<file path="src/rtl/logs_pwm_decoder.sv">
// Purpose: recovers the per-period level from the mixer's 1-bit PWM audio line, locking to period boundaries via falling edges.
// Latency: level/level_valid are registered one cycle after the last window sample (+2 cycles with the input synchronizer).
// Backpressure: none; level_valid is a one-cycle strobe and level holds its value until the next strobe.
//
// Ports:
//   clk          clock
//   rst_n        asynchronous active-low reset
//   audio_in     PWM line from the mixer
//   level        recovered level (K bits), held between updates
//   level_valid  one-cycle strobe, level updated this cycle
//   locked       high while the period phase is tracked
//
// Build option: define LOGS_PWMDEC_SYNC_EN to pass audio_in through a 2-flop
// synchronizer before edge detection (for asynchronous or pin-sourced inputs).

`timescale 1ns/1ps

module logs_pwm_decoder #(
   parameter int K         = 2,
   parameter int LOCK_MISS = 2
) (
   input  logic         clk,
   input  logic         rst_n,
   input  logic         audio_in,
   output logic [K-1:0] level,
   output logic         level_valid,
   output logic         locked
);

   typedef enum logic {HUNT, LOCKED} state_t;

   localparam logic [K-1:0] LAST_POS = {K{1'b1}};
   localparam logic [2:0]   MISS_LIM = 3'(LOCK_MISS);

   logic s;
   logic s_d;
   logic fe;

`ifdef LOGS_PWMDEC_SYNC_EN
   logic sync_q1;
   logic sync_q2;

   always_ff @(posedge clk or negedge rst_n) begin
      if (!rst_n) begin
         sync_q1 <= 1'b0;
         sync_q2 <= 1'b0;
      end else begin
         sync_q1 <= audio_in;
         sync_q2 <= sync_q1;
      end
   end

   assign s = sync_q2;
`else
   assign s = audio_in;
`endif

   always_ff @(posedge clk or negedge rst_n) begin
      if (!rst_n) begin
         s_d <= 1'b0;
      end else begin
         s_d <= s;
      end
   end

   // The mixer puts its high samples at the end of the period, so a falling
   // edge is the first (low) sample of the next window.
   assign fe = s_d & ~s;

   state_t       state, state_nxt;
   logic [K-1:0] phase, phase_nxt;
   logic [K:0]   acc, acc_nxt;
   logic [2:0]   miss, miss_nxt;
   logic [K-1:0] level_nxt;
   logic         level_valid_nxt;
   logic         locked_nxt;
   logic [K:0]   acc_sum;
   logic [2:0]   miss_inc;

   assign acc_sum  = acc + {{K{1'b0}}, s};
   assign miss_inc = miss + 3'd1;

   always_ff @(posedge clk or negedge rst_n) begin
      if (!rst_n) begin
         state       <= HUNT;
         phase       <= '0;
         acc         <= '0;
         miss        <= '0;
         level       <= '0;
         level_valid <= 1'b0;
         locked      <= 1'b0;
      end else begin
         state       <= state_nxt;
         phase       <= phase_nxt;
         acc         <= acc_nxt;
         miss        <= miss_nxt;
         level       <= level_nxt;
         level_valid <= level_valid_nxt;
         locked      <= locked_nxt;
      end
   end

   always_comb begin
      state_nxt       = state;
      phase_nxt       = phase;
      acc_nxt         = acc;
      miss_nxt        = miss;
      level_nxt       = level;
      level_valid_nxt = 1'b0;
      locked_nxt      = locked;

      case (state)
         HUNT: begin
            locked_nxt = 1'b0;
            if (fe) begin
               // Current sample is window position 0 (and is low).
               state_nxt  = LOCKED;
               phase_nxt  = K'(1);
               acc_nxt    = '0;
               miss_nxt   = '0;
               locked_nxt = 1'b1;
            end
         end

         LOCKED: begin
            locked_nxt = 1'b1;
            phase_nxt  = phase + K'(1);
            // Position 0 restarts the count with the current sample.
            acc_nxt    = (phase == '0) ? {{K{1'b0}}, s} : acc_sum;

            if (phase == LAST_POS) begin
               // Level is the number of low samples minus one, i.e.
               // (2^K-1) - highs, wrapped to K bits.
               level_nxt       = LAST_POS - acc_sum[K-1:0];
               level_valid_nxt = 1'b1;
            end

            if (fe) begin
               if (phase == '0) begin
                  miss_nxt = '0;
               end else if (miss_inc >= MISS_LIM) begin
                  // Too many misaligned edges: abandon this window without
                  // a strobe. This edge is not reused; relock waits for the
                  // next falling edge.
                  state_nxt       = HUNT;
                  locked_nxt      = 1'b0;
                  phase_nxt       = '0;
                  acc_nxt         = '0;
                  miss_nxt        = '0;
                  level_nxt       = level;
                  level_valid_nxt = 1'b0;
               end else begin
                  // Tolerated glitch: phase is not re-aligned, the current
                  // window still completes.
                  miss_nxt = miss_inc;
               end
            end
         end

         default: begin
            state_nxt = HUNT;
         end
      endcase
   end

endmodule

</file>
<file path="config.mk">
export PLATFORM = sky130hd
export DESIGN_NAME = logs_pwm_decoder
export DESIGN_NICKNAME = d
export VERILOG_FILES = /design/src/rtl/logs_pwm_decoder.sv
export SDC_FILE = /design/constraint.sdc
export NUM_CORES = 1
export LEC_CHECK = 0
export BUFFER_PORTS_ARGS = -buffer_cell sky130_fd_sc_hd__clkbuf_2
export CAP_MARGIN = 20
export CORE_AREA = 4 4 41 43
export CTS_CLUSTER_DIAMETER = 120
export DETAILED_ROUTE_END_ITERATION = 12
export DIE_AREA = 0 0 45 47
export HOLD_SLACK_MARGIN = 0.02
export PLACE_DENSITY = 0.62
export SKIP_CTS_REPAIR_TIMING = 1
export SLEW_MARGIN = 20
export SYNTH_ARGS = -nofsm -noshare
export SYNTH_HDL_FRONTEND = slang
export SYNTH_SLANG_ARGS = --single-unit
export TNS_END_PERCENT = 20
</file>
<file path="constraint.sdc">
create_clock -name clk -period 2.1 [get_ports clk]
set_clock_uncertainty 0.05 [all_clocks]
set_input_delay 0.315 -clock clk [delete_from_list [all_inputs] [get_ports clk]]
set_output_delay 0.315 -clock clk [all_outputs]
set_load 0.01 [all_outputs]
</file>
==> report_table.html <==
<table>
<tr><th>Metric</th><th>Value</th></tr>
<tr><th colspan="2">Yosys</th></tr>
<tr><td>Most frequent cells after synthesis</td><td>dfrtp_1, nand2_1, ha_1, inv_1</td></tr>
<tr><td>Distinct cell type count after synthesis</td><td>24</td></tr>
<tr><td>Nets in the synthesized netlist</td><td>65</td></tr>
<tr><td>Seq cells post-synth</td><td>12</td></tr>
<tr><td>Mean instance size in the synthesized netlist</td><td>10.9 um^2</td></tr>
<tr><td>Leading register cell type out of synthesis</td><td>dfrtp_1</td></tr>
<tr><td>Largest cells by area after synthesis</td><td>dfrtp_1, ha_1, nand2_1</td></tr>
<tr><td>Most repeated cell in the gate-level netlist after synthesis</td><td>dfrtp_1</td></tr>
<tr><td>Portion of synthesized cell area occupied by the leading cell type</td><td>48.4%</td></tr>
<tr><td>Gate count after technology mapping</td><td>57</td></tr>
<tr><td>Largest area contributor in the synthesized netlist</td><td>dfrtp_1</td></tr>
<tr><td>Async set-reset flop share out of synthesis</td><td>between 90% and 100%</td></tr>
<tr><td>Number of warnings printed during yosys synthesis</td><td>0</td></tr>
<tr><td>Part of the Yosys area used for sequential elements</td><td>48.4%</td></tr>
<tr><td>Number of flops mapped to enable cells by yosys</td><td>0</td></tr>
<tr><td>Combined area of all synthesized cells</td><td>around 620 um^2</td></tr>
<tr><th colspan="2">Detailed routing</th></tr>
<tr><td>Initial drt markers</td><td>4</td></tr>
<tr><td>Detail-routed net length per standard cell</td><td>13.2 um</td></tr>
<tr><td>Detailed-routing iteration count for the pre-antenna-repair pass</td><td>4</td></tr>
<tr><td>Wirelength, routed</td><td>roughly 1100 um</td></tr>
<tr><td>Post-route DRC violation count</td><td>0</td></tr>
<tr><td>Remaining number of nets flagged by the antenna check after routing</td><td>0</td></tr>
<tr><td>Via density per instance</td><td>around 5.5</td></tr>
<tr><td>Vias</td><td>453</td></tr>
<tr><th colspan="2">Placement</th></tr>
<tr><td>Number of buffer cells added on primary ports</td><td>6</td></tr>
<tr><td>Worst-case setup slack after placement</td><td>364 ps</td></tr>
<tr><td>Post-DP HPWL</td><td>814 um</td></tr>
<tr><td>Routability cong.</td><td>between 0.7 and 0.8</td></tr>
<tr><th colspan="2">Timing</th></tr>
<tr><td>Count of final hold-check violations</td><td>0</td></tr>
<tr><td>Unrepaired setup endpoints after global routing</td><td>false</td></tr>
<tr><td>Relative slew slack</td><td>75.5%</td></tr>
<tr><td>Max Clock Freq</td><td>574 MHz</td></tr>
<tr><td>Actual slew at the worst max-slew pin</td><td>367 ps</td></tr>
<tr><td>Setup violators final</td><td>0</td></tr>
<tr><td>Pins over their slew limit</td><td>0</td></tr>
<tr><td>Worst hold slack</td><td>168 ps</td></tr>
<tr><td>Total negative slack for setup checks</td><td>0 ps</td></tr>
<tr><td>Worst Setup Slack, final</td><td>357 ps</td></tr>
<tr><td>Fraction of the cycle the final worst path needs</td><td>83.0%</td></tr>
<tr><td>Shortest period the worst path allows</td><td>1740 ps</td></tr>
<tr><th colspan="2">Setup path</th></tr>
<tr><td>Required time at the endpoint of the critical path</td><td>~2200 ps</td></tr>
<tr><td>Endpoint of the worst register-to-register path</td><td>level[1]$_DFFE_PN0P_</td></tr>
<tr><td>Max Fanout on Critical Path</td><td>6</td></tr>
<tr><td>Crit end category</td><td>register</td></tr>
<tr><td>Cell at the slowest stage of the critical path</td><td>dfrtp_1</td></tr>
<tr><td>Worst R2R Path Depth</td><td>5</td></tr>
<tr><td>Reg2reg setup slack</td><td>360 ps</td></tr>
<tr><td>Critical path depth in cells</td><td>5</td></tr>
<tr><td>Family of cells with the greatest summed delay on the critical path</td><td>flip-flops</td></tr>
<tr><td>Type of origin of the critical path</td><td>register</td></tr>
<tr><td>Critical path data arrival time</td><td>1850 ps</td></tr>
<tr><td>Cell-by-cell listing of the critical path</td><td>ha_1 -&gt; xor2_2 -&gt; o211a_4 -&gt; nor2_2 -&gt; mux2_4</td></tr>
<tr><td>Delay contributed by the slowest stage of the critical path</td><td>410 ps</td></tr>
<tr><td>Crit Path Category</td><td>reg -&gt; reg</td></tr>
<tr><td>Reg2reg start</td><td>miss[0]$_DFFE_PN0P_</td></tr>
<tr><td>Worst Path Buf+Inv</td><td>0</td></tr>
<tr><th colspan="2">Clock network</th></tr>
<tr><td>Clock tree from TritonCTS</td><td>yes</td></tr>
<tr><td>Sink count of the clock tree</td><td>12</td></tr>
<tr><td># H-tree levels</td><td>1</td></tr>
<tr><td>CTS Buf Count</td><td>3</td></tr>
<tr><td>Clock-pin slew on the worst setup and hold paths</td><td>70 ps</td></tr>
<tr><td>Clock tree buffer depth</td><td>2</td></tr>
<tr><td>Latest clock arrival within the worst-skew pair</td><td>270 ps</td></tr>
<tr><td>Root Driver</td><td>clkbuf_4</td></tr>
<tr><th colspan="2">Finish</th></tr>
<tr><td>Share of cells above drive strength 1</td><td>23.9%</td></tr>
<tr><td>Net count of the finished layout</td><td>76</td></tr>
<tr><td>Layout Utilization</td><td>54.6%</td></tr>
<tr><td>Area Growth Syn to Fin</td><td>14.5%</td></tr>
<tr><td>Diodes inserted</td><td>0</td></tr>
<tr><th colspan="2">Job</th></tr>
<tr><td>Max-capacitance violation count</td><td>0</td></tr>
<tr><th colspan="2">Global routing</th></tr>
<tr><td>Overall track demand over capacity in global routing</td><td>around an eighth</td></tr>
<tr><td>Number of antenna violations at the first check in global routing</td><td>0</td></tr>
<tr><td>Sum of overflow across all layers after global routing</td><td>0</td></tr>
<tr><td>Global-route wire length before repair</td><td>1930 um</td></tr>
<tr><td>Largest net degree at the start of global routing</td><td>14</td></tr>
<tr><td>Number of global-route vias before repair</td><td>approximately 440</td></tr>
<tr><th colspan="2">Pwr</th></tr>
<tr><td>Worst IR drop on VDD</td><td>0.686 mV</td></tr>
<tr><td>PD cells</td><td>1330 nW/um^2</td></tr>
<tr><td>LEAKAGE</td><td>0.336 nW</td></tr>
<tr><th colspan="2">Die</th></tr>
<tr><td>Starting density of the core</td><td>47.7%</td></tr>
<tr><td>Area of the die</td><td>2120 um^2</td></tr>
<tr><td>Die X</td><td>45 um</td></tr>
<tr><td>Area of the placeable core</td><td>1300 um^2</td></tr>
<tr><td>Cell row count</td><td>13</td></tr>
<tr><td>Height of the chip</td><td>~47 um</td></tr>
<tr><td>Number of top-level pins</td><td>7</td></tr>
<tr><th colspan="2">Status</th></tr>
<tr><td>Result of the run</td><td>completed</td></tr>
<tr><th colspan="2">Worst hold path</th></tr>
<tr><td>Origin of the worst min-delay path</td><td>audio_in</td></tr>
<tr><td>Worst min-delay path class</td><td>in -&gt; reg</td></tr>
<tr><td>Cell depth of the worst min-delay path</td><td>1</td></tr>
<tr><td>Hold endpoint</td><td>s_d$_DFF_PN0_</td></tr>
</table>
## state kept, by name, summed over array words and instances, names as in the netlist
signal	cells
acc	2
phase	2
state	1
s_d	1
miss	3
level	2
level_valid	1
## routing by layer
| layer | GRT usage, % | part of all wire (%) | vias up |
|---|---|---|---|
| met2 | 21.5 | 45 | 14 |
| met1 | 15.7 | 47 | 215 |
| met4 | 7.02 | 2.5 | 0 |
| li1 | - | - | 220 |
| met5 | 0 | 0 | - |
| met3 | 3.45 | 5.1 | 4 |
## metrics by stage
stage	total power (W)	std cells	cell area, um^2
after floorplan	0.000661	57	621
after global placement	0.000751	77	664
after detailed placement	0.000763	77	664
after CTS	0.000945	81	701
after global routing	0.00103	82	711
final	0.000942	82	711
## worst max path at each step
stage | slack, ps | start | endpoint
after floorplan | 440 | miss[0]$_DFFE_PN0P_ | level[1]$_DFFE_PN0P_
after global routing | 250 | miss[1]$_DFFE_PN0P_ | level[1]$_DFFE_PN0P_
after detailed placement | 360 | miss[0]$_DFFE_PN0P_ | level[1]$_DFFE_PN0P_
after global placement | 410 | miss[0]$_DFFE_PN0P_ | level[1]$_DFFE_PN0P_
after CTS | 350 | miss[0]$_DFFE_PN0P_ | level[1]$_DFFE_PN0P_
final | 360 | miss[0]$_DFFE_PN0P_ | level[1]$_DFFE_PN0P_
## power breakdown
group	internal [W]	total, W	leakage, nW	switching [W]
Sequential	0.000312	0.000387	0.150	0.0000746
Combinational	0.000176	0.000370	0.165	0.000194
Clock	0.000105	0.000185	0.0210	0.0000796
## cell families after synthesis
family                     after synthesis  synth area share [%]
AOI/OAI and AO/OA                       12                  14.5
xor gates and xnor gates                 2                  4.03
adders and majority gates                5                  10.1
buffers and inverters                    6                  3.83
DFF                                     12                  48.4
muxes                                    2                  4.23
and+or+nand+nor                         18                  14.9
## cell usage in the layout (no fill, tap or decap), drive strengths merged
cell type,count
nor2,4
nand2,6
o211a,1
ha,5
xor2,1
mux2,2
inv,5
a311oi,1
o22ai,2
nand2b,3
and2,1
nor4,2
o31ai,1
o21ai,4
xnor2,1
dlygate4sd3,1
dfrtp,12
clkbuf,10
nor2b,1
or3,1
a211oi,2
o32ai,1
## area by class of cell
type	instances	area, um^2
inverters	5	18.8
repair buffers	7	40.0
flip-flops and latches	12	300
well taps	15	18.8
clock buffers	4	36.3
multi-input cells	39	297
fillers	120	591
(Power assumes the default switching activity.)
